==> src/rtl/writeback_control_pkg.sv <==
`default_nettype none
// ============================================================================
// writeback_control_pkg : shared sequencer state encoding and default widths
// Rev 1.0 - initial release
// ============================================================================
package writeback_control_pkg;

  localparam int WB_DATA_W = 16;
  localparam int WB_ADDR_W = 19;
  localparam int WB_RAM_AW = 12;

  // Encoding values are shared with the fetch controller; keep them in sync.
  localparam logic [2:0] ST_IDLE    = 3'd0;
  localparam logic [2:0] ST_RD_RAM  = 3'd1;
  localparam logic [2:0] ST_CAPTURE = 3'd2;
  localparam logic [2:0] ST_WR_REQ  = 3'd3;
  localparam logic [2:0] ST_WR_WAIT = 3'd4;
  localparam logic [2:0] ST_NEXT    = 3'd5;
  localparam logic [2:0] ST_FINISH  = 3'd6;

  typedef enum logic [2:0] {
    IDLE    = ST_IDLE,
    RD_RAM  = ST_RD_RAM,
    CAPTURE = ST_CAPTURE,
    WR_REQ  = ST_WR_REQ,
    WR_WAIT = ST_WR_WAIT,
    NEXT    = ST_NEXT,
    FINISH  = ST_FINISH
  } wb_state_e;

endpackage
`default_nettype wire

==> src/rtl/writeback_control.sv <==
`default_nettype none
// ============================================================================
// writeback_control : drains three result RAMs word by word into SDRAM
// Rev 1.0 - initial release
// ============================================================================
module writeback_control
  import writeback_control_pkg::*;
#(
  parameter int DATA_W    = WB_DATA_W,
  parameter int ADDR_W    = WB_ADDR_W,
  parameter int RAM_AW    = WB_RAM_AW,
  parameter int NUM_WORDS = 4096
) (
  input  logic              i_clk,
  input  logic              i_reset,
  input  logic              i_start,
  input  logic [ADDR_W-1:0] i_baseAddr0,
  input  logic [ADDR_W-1:0] i_baseAddr1,
  input  logic [ADDR_W-1:0] i_baseAddr2,
  input  logic [DATA_W-1:0] i_ramData0,
  input  logic [DATA_W-1:0] i_ramData1,
  input  logic [DATA_W-1:0] i_ramData2,
  input  logic              i_sdramReady,
  output logic              o_rdRam0,
  output logic              o_rdRam1,
  output logic              o_rdRam2,
  output logic [RAM_AW-1:0] o_addrToRam,
  output logic              o_wrSdram,
  output logic [ADDR_W-1:0] o_addrToSdram,
  output logic [DATA_W-1:0] o_dataToSdram,
  output logic              o_busy,
  output logic              o_finish
);

  localparam logic [RAM_AW:0] c_LAST_IDX = (RAM_AW+1)'(NUM_WORDS - 1);

  wb_state_e         r_state;
  wb_state_e         w_next;
  logic [RAM_AW:0]   r_index;
  logic [1:0]        r_ch;
  logic [DATA_W-1:0] r_data;

  logic [ADDR_W-1:0] w_base;
  logic [DATA_W-1:0] w_ramData;
  logic [ADDR_W-1:0] w_sdramAddr;

  always_comb begin
    w_base    = i_baseAddr0;
    w_ramData = i_ramData0;
    case (r_ch)
      2'd1: begin w_base = i_baseAddr1; w_ramData = i_ramData1; end
      2'd2: begin w_base = i_baseAddr2; w_ramData = i_ramData2; end
      default: ;
    endcase
  end

  // Address arithmetic wraps modulo 2^ADDR_W by construction.
  assign w_sdramAddr   = w_base + ADDR_W'(r_index);
  assign o_addrToRam   = r_index[RAM_AW-1:0];
  assign o_dataToSdram = r_data;

  always_ff @(posedge i_clk or negedge i_reset) begin
    if (!i_reset) r_state <= IDLE;
    else          r_state <= w_next;
  end

  always_comb begin
    w_next        = r_state;
    o_rdRam0      = 1'b0;
    o_rdRam1      = 1'b0;
    o_rdRam2      = 1'b0;
    o_wrSdram     = 1'b0;
    o_addrToSdram = '0;
    o_busy        = 1'b1;
    o_finish      = 1'b0;
    case (r_state)
      IDLE: begin
        o_busy = 1'b0;
        if (i_start) w_next = RD_RAM;
      end
      RD_RAM: begin
        o_rdRam0 = (r_ch == 2'd0);
        o_rdRam1 = (r_ch == 2'd1);
        o_rdRam2 = (r_ch == 2'd2);
        w_next   = CAPTURE;
      end
      CAPTURE: w_next = WR_REQ;
      WR_REQ: begin
        o_wrSdram     = 1'b1;
        o_addrToSdram = w_sdramAddr;
        w_next        = WR_WAIT;
      end
      WR_WAIT: begin
        o_addrToSdram = w_sdramAddr;
        if (i_sdramReady) w_next = (r_ch == 2'd2) ? NEXT : RD_RAM;
      end
      NEXT: w_next = (r_index == c_LAST_IDX) ? FINISH : RD_RAM;
      FINISH: begin
        o_finish = 1'b1;
        w_next   = IDLE;
      end
      default: begin
        o_busy = 1'b0;
        w_next = IDLE;
      end
    endcase
  end

  always_ff @(posedge i_clk or negedge i_reset) begin
    if (!i_reset) begin
      r_index <= '0;
      r_ch    <= '0;
      r_data  <= '0;
    end else begin
      case (r_state)
        IDLE: begin
          r_index <= '0;
          r_ch    <= '0;
        end
        CAPTURE: r_data <= w_ramData;
        WR_WAIT: if (i_sdramReady) r_ch <= (r_ch == 2'd2) ? 2'd0 : r_ch + 2'd1;
        NEXT:    if (r_index != c_LAST_IDX) r_index <= r_index + 1'b1;
        FINISH:  r_index <= '0;
        default: ;
      endcase
    end
  end

endmodule
`default_nettype wire

==> config.mk <==
export PLATFORM = sky130hd
export DESIGN_NAME = writeback_control
export DESIGN_NICKNAME = d
export VERILOG_FILES = /design/src/rtl/writeback_control_pkg.sv /design/src/rtl/writeback_control.sv
export SDC_FILE = /design/constraint.sdc
export NUM_CORES = 1
export LEC_CHECK = 0
export ABC_AREA = 1
export CAP_MARGIN = 20
export CELL_PAD_IN_SITES_DETAIL_PLACEMENT = 0
export CELL_PAD_IN_SITES_GLOBAL_PLACEMENT = 1
export CORE_MARGIN = 2
export CORE_UTILIZATION = 26
export CTS_BUF_LIST = sky130_fd_sc_hd__clkbuf_16
export CTS_CLUSTER_SIZE = 10
export DETAILED_ROUTE_END_ITERATION = 8
export PLACE_DENSITY = 0.86
export SETUP_SLACK_MARGIN = 0.05
export SLEW_MARGIN = 0
export SYNTH_ARGS = -nofsm -noshare
export SYNTH_HDL_FRONTEND = slang
export SYNTH_SLANG_ARGS = --single-unit
==> constraint.sdc <==
create_clock -name i_clk -period 3.13 [get_ports i_clk]
set_input_delay 0.4695 -clock i_clk [delete_from_list [all_inputs] [get_ports i_clk]]
set_output_delay 0.4695 -clock i_clk [all_outputs]
set_load 0.02 [all_outputs]
==> flow_summary.yaml, run 1 <==
run_status:
  outcome: "finished, violations left"
  violations: "negative setup slack"
yosys:
  netlist_top_cells_area: "dfrtp_1 24%, nand2_1 13%, ha_1 6.4%, nor2_1 6.3%, inv_1 5.8%"
  syn-num-nets: 662
  ys_ff_latch: 34
  postSynthAreaPerCell_sq_um: 6.57
  synth_ff_type: "dfrtp_1"
  yosysSeqAreaShare: 0.242
  syn_area_sq_mm: 0.00351
  ys_warn_count: 0
  synth_top_area_frac: 0.242
  synth_edf_count: 0
  synth_top_cell_by_area: "dfrtp_1"
  syn_inst: 534
  synthArstFlopShare: 1.00
  yosysUniqueCellTypes: 38
die:
  die_y_microns: 120
  dieArea_sq_mm: 0.0144
  die_w_microns: 120
  coreArea_sq_mm: 0.0132
  rows: 42
  initial_core_util: 0.266
  ioPinCount: 162
finish:
  n_antenna_cell: 0
  syn2layout_area_growth_pct: 83.7
  design_area_sq_mm: 0.00645
  final_util: 0.489
  nets: 870
  drive_gt1_frac: 0.311
setup_path:
  crit_fanout: 7
  crit_path_end_kind: "primary output"
  cp.arrival_ns: 2.97
  cp.required_ns: 2.66
  worstSetupPathType: "reg2out"
  critPathLaunch: "r_ch[0]"
  startpoint_type: "register"
  rr_startpoint: "r_index[0]"
grt:
  grt_max_degree: 35
  grt_pass1_wl_microns: 22300
  grt_overflow: 0
  grt_usage: 0.196
  antenna_found_initial: 0
  first_global_vias: 4473
placement:
  hpwlAfterDp_microns: 11100
  place_congestion: 0.944
  portBuffers: 161
  place_area_sq_mm: 0.00553
  dp_slack_ns: -0.805
pwr:
  swShare: 0.473
  p_leak_uw: 0.00283
  power.internal_uw: 2690
  clkPwrFrac: 0.132
  power.switching_uw: 2410
  combPwrFrac: 0.732
  p_seq_frac: 0.136
  power_density_mw_per_mm2: 792
  vdd.ir_drop.worst_mv: 0.368
detailed_routing:
  drc: 0
  num_vias: 4422
  drt_wl_total_microns: 14700
  viasPerCell: 4.81
  drtPass1Iterations: 5
  ant_nets: 0
  drt_iter0_drc: 162
  avgRoutedWirePerCell_microns: 16.0
sta:
  period_share: 1.10
  maxSlewHeadroom: 0.440
  whs_ns: 0.289
  grt_setup_unrepaired: "yes"
  setup_viol: 16
  worst_clock_skew_ns: 0.00742
  period_minus_slack_ns: 3.44
  finalHoldViolations: 0
  drv_slew: 0
  setup_slack_ns: -0.310
  worst_pin_slew_ns: 0.841
  fmax_mhz: 291
cts:
  cts_tree: "done"
  clockBufferDepth: 2
  clk-insertion-delay-late_ns: 0.28
  cts.sink_count: 34
  hold_buffers: 0
  cts-root-buf: "clkbuf_16"
  cts_made_buffers: 5
  htreeDepth: 2
  clk_pin_slew_ns: 0.06
job:
  cap_violations: 0
min_path:
  hold_class: "in2async"
[cells in the final DEF (no fill, tap or decap), drive strengths merged, types with 18 or more instances in the layout]
master	n
dfrtp	34
ha	18
clkdlybuf4s50	141
a21oi	39
o21ai	62
nand3	31
nor2	64
nand2	131
inv	68
buf	90
[state kept, by name, summed over array words and instances (netlist names)]
name and flops:
o_dataToSdram 16, r_ch 2, r_index 13, r_state 3
[cell type report]
cell class	instances	area, sq um
repair inverters	1	6.26
fillers	1308	6740
well taps	176	220
inverters	69	275
clock buffers	5	125
flip-flops and latches	34	851
multi-input cells	399	2680
clock inverters	3	68.8
repair buffers	232	2220
[synth_stat cells (2+ instances only)]
cell type / instances
a21oi_1: 39
clkbuf_1: 7
buf_2: 8
nand4_2: 2
ha_1: 18
a22o_1: 11
nand2_2: 2
nand3_1: 26
buf_6: 2
nor3_2: 3
inv_2: 13
dfrtp_1: 34
buf_4: 13
or2_1: 3
nand2_4: 4
inv_1: 54
o31ai_1: 2
nor2_2: 5
o22ai_1: 2
o21ai_1: 31
xnor2_1: 2
nand2_1: 125
nor2_1: 59
o21ai_2: 6
nor3_1: 3
nand3_2: 5
o21ai_0: 25
nand4_1: 3
a221o_1: 13
xor2_1: 6
[worst paths after layout]
| path | slack (ns) | endpoint | cells after the start |
|---|---|---|---|
| setup / recovery | -0.31 | o_addrToSdram[15] | 18 |
| setup reg to reg | 1.14 | r_index[7] | 10 |
| hold reg to reg | 0.49 | o_dataToSdram[5] | 2 |
| min in group i_clk | 0.49 | o_dataToSdram[5] | 2 |
| hold / removal | 0.29 | r_index[0] | 1 |
| max in group asynchronous | 2.31 | o_dataToSdram[11] | 1 |
[through the flow]
step / TNS [ns] / total power (uW) / cells
floorplan: 0 / 2530 / 534
global placement: -9.10 / 3740 / 888
detailed placement: -9.65 / 3770 / 888
CTS: -3.64 / 4850 / 911
global route: -6.21 / 5460 / 919
finish: -3.91 / 5100 / 919
[power by group through the flow]
stage | clock (uW) | combinational (uW) | sequential [uW]
after floorplan | 0 | 1730 | 798
after CTS | 684 | 3470 | 693
final | 674 | 3740 | 692
after global placement | 0 | 3050 | 686
after global routing | 705 | 4050 | 709
after detailed placement | 0 | 3080 | 690
[cells by family (layout without fill, tap and decap cells)]
logic type               Yosys count  in the layout  share of synthesized area
buffers and inverters            101            310                      0.134
flip-flops                        34             34                      0.242
adder cells (fa/ha/maj)           19             19                     0.0699
AO/OA/AOI/OAI                    131            131                      0.227
XOR/XNOR                           8              8                     0.0200
AND/OR/NAND/NOR                  241            241                      0.306
[routing by layer]
| metal | vias to the layer above | part of all wire | GRT usage |
|---|---|---|---|
| met5 | - | 0 | 0 |
| met4 | 0 | 0.022 | 0.0632 |
| met3 | 22 | 0.082 | 0.0486 |
| met2 | 193 | 0.49 | 0.354 |
| met1 | 2035 | 0.40 | 0.226 |
| li1 | 2172 | - | - |
[repair_timing]
item / CTS / global route
pin swaps: 22 / 38
setup endpoints to repair: 19 / 19
resized for setup: 161 / 68
setup buffers: 14 / 11
gates cloned: 1 / 0
[worst max-delay path: stages, from the launching register on]
cell and delay (ns):
dfrtp_1 0.39, buf_4 0.14, ha_4 0.21, buf_8 0.16, a221o_1 0.34, o21ai_1 0.10, inv_1 0.09, ha_4 0.28
inv_1 0.05, nand2_1 0.07, nand2_2 0.09, inv_2 0.07, nand2_1 0.06, nand2_2 0.08, nand4_1 0.10, nand3_1 0.10
nand2_1 0.06, nor2_2 0.16, buf_6 0.13
Note: power is estimated with default switching activity, not from simulation.
==> run 2: changes to the inputs <==
Settings changed: MAX_ROUTING_LAYER from default to met4, REMOVE_ABC_BUFFERS from default to 1.
==> run 2 against run 1 <==
The run still ends with negative setup slack left. Combinational power barely moved. Critical path depth fell by 1. Clock skew fell by 0.0031 ns. Maximum frequency rose by 1.0%. Total power fell by 3.7%. Register-to-register slack improved by 0.06 ns. Sequential share of layout area rose by 0.20 points. Critical endpoint is now o_addrToSdram[18]. Largest power group unchanged.
==> flow_summary.yaml, run 2 (same netlist as run 1, synthesis figures left out) <==
run_status:
  outcome: "finished, violations left"
  violations: "negative setup slack"
cts:
  clockBufferDepth: 2
  clk_pin_slew_ns: 0.06
  clk-insertion-delay-late_ns: 0.28
  cts_made_buffers: 5
  htreeDepth: 2
  cts-root-buf: "clkbuf_16"
  cts_tree: "done"
  cts.sink_count: 34
  hold_buffers: 0
die:
  coreArea_sq_mm: 0.0132
  ioPinCount: 162
  rows: 42
  dieArea_sq_mm: 0.0144
  die_w_microns: 120
  initial_core_util: 0.266
  die_y_microns: 120
detailed_routing:
  drt_wl_total_microns: 13900
  drc: 0
  viasPerCell: 4.76
  num_vias: 4334
  avgRoutedWirePerCell_microns: 15.3
  drtPass1Iterations: 8
  drt_iter0_drc: 209
  ant_nets: 0
sta:
  tns_ns: -2.90
  maxSlewHeadroom: 0.425
  setup_slack_ns: -0.275
  worst_clock_skew_ns: 0.00431
  setup_viol: 16
  grt_setup_unrepaired: "yes"
  fmax_mhz: 294
  worst_pin_slew_ns: 0.860
  drv_slew: 0
  finalHoldViolations: 0
  period_share: 1.09
  period_minus_slack_ns: 3.41
grt:
  grt_overflow: 0
  grt_usage: 0.190
  antenna_found_initial: 0
  grt_max_degree: 23
  first_global_vias: 4342
  grt_pass1_wl_microns: 21200
finish:
  fill_cells: 1264
  layout_commonest_cell: "clkdlybuf4s50_1"
  n_antenna_cell: 0
  most-common-layout-cells: "142 x clkdlybuf4s50_1, 99 x nand2_1, 63 x buf_4"
  drive_gt1_frac: 0.305
  nets: 863
  layoutNonFillerInstCount: 911
  largest_reg_flops: 16
  syn2layout_area_growth_pct: 81.0
pwr:
  p_seq_frac: 0.140
  combPwrFrac: 0.763
  clkPwrFrac: 0.097
  p_leak_uw: 0.00278
  power_density_mw_per_mm2: 774
  power.switching_uw: 2380
  swShare: 0.485
  power.internal_uw: 2540
  vdd.ir_drop.worst_mv: 0.424
setup_path:
  rr_startpoint: "r_state[2]"
  cp.required_ns: 2.66
  worstSetupPathType: "reg2out"
  crit_fanout: 5
  startpoint_type: "register"
  r2r_slack_ns: 1.20
  worstReg2RegEnd: "o_dataToSdram[4]"
  cp.arrival_ns: 2.94
  reg2reg_depth: 5
  crit_path_end_kind: "primary output"
min_path:
  hold_class: "reg2reg"
  min_to: "o_dataToSdram[2]"
  min_delay_path_depth: 2
  hp-start: "o_dataToSdram[2]"
job:
  cap_violations: 0
placement:
  dp.cells: 888
  hpwlAfterDp_microns: 10500
  place_congestion: 0.954
  dp_slack_ns: -0.740
  portBuffers: 161
[run 2: cell count changes in the layout (fill, tap and decap cells not counted), sizes merged]
cell           change
clkinvlp           +1
clkinv             -2
bufinv             -2
buf                -7
clkdlybuf4s50      +1
inv                +1
[run 2: cell type report]
class,instances,area (sq um),share of cell area
Timing Repair Buffer,226,2190,0.344
Sequential cell,34,851,0.134
Clock buffer,5,125,0.0197
Tap cell,176,220,0.0347
Clock inverter,2,11.3,0.00177
Inverter,69,272,0.0427
Multi-Input combinational cell,399,2690,0.423
[run 2: stage by stage]
step / utilization / hold slack (ns) / total power [uW] / instance area, sq um
5_1_grt: 0.482 / 0.530 / 5290 / 6350
3_3_place_gp: 0.417 / 0.471 / 3710 / 5500
4_1_cts: 0.461 / 0.493 / 4650 / 6080
6_report: 0.482 / 0.490 / 4920 / 6350
2_1_floorplan: - / 0.174 / 2360 / 3300
3_5_place_dp: 0.417 / 0.478 / 3740 / 5500
[run 2: worst max path at each step]
stage	from	end
final	r_ch[1]	o_addrToSdram[18]
after global routing	r_ch[1]	o_addrToSdram[12]
after CTS	r_ch[0]	o_addrToSdram[13]
after detailed placement	r_ch[1]	o_addrToSdram[17]
after global placement	r_ch[0]	o_addrToSdram[17]
after floorplan	r_ch[0]	o_addrToSdram[12]
[run 2: routing by layer]
layer	global-route usage	wire (microns)	up-vias
met5	-	0	-
met4	0.0390	182	0
met3	0.0349	1070	14
met2	0.330	6850	170
met1	0.232	5810	1984
li1	-	-	2166
[run 2: what timing repair did]
action                     CTS  global route
gates cloned                 1             0
buffers inserted             7             9
resized for setup          180            63
setup endpoints to repair   18            19
pin swaps                   25            32
[run 2: power by group through the flow]
| stage | clock network [uW] | registers [uW] | logic [uW] |
|---|---|---|---|
| after floorplan | 0 | 812 | 1550 |
| after global placement | 0 | 684 | 3020 |
| after detailed placement | 0 | 684 | 3060 |
| after CTS | 492 | 686 | 3470 |
| after global routing | 511 | 705 | 4080 |
| final | 477 | 689 | 3750 |
[run 2: critical path, cell delays in order, from the launching register on]
cell and delay, ns:
dfrtp_1 0.36, inv_2 0.08, ha_4 0.33, inv_8 0.06, buf_12 0.14, a221o_1 0.29
o21ai_1 0.09, inv_1 0.08, ha_4 0.31, nand2_4 0.06, nor2_2 0.16, nand3_2 0.09
nand3_2 0.11, nand2_2 0.08, nand2_2 0.08, a21oi_1 0.06, nor2_1 0.11, buf_4 0.15
==> run 3: changes to the inputs <==
Settings changed: HOLD_SLACK_MARGIN from default to 0.02.
==> results of run 3 <==
Final layout, timing and power as in run 2 (identical DEF).
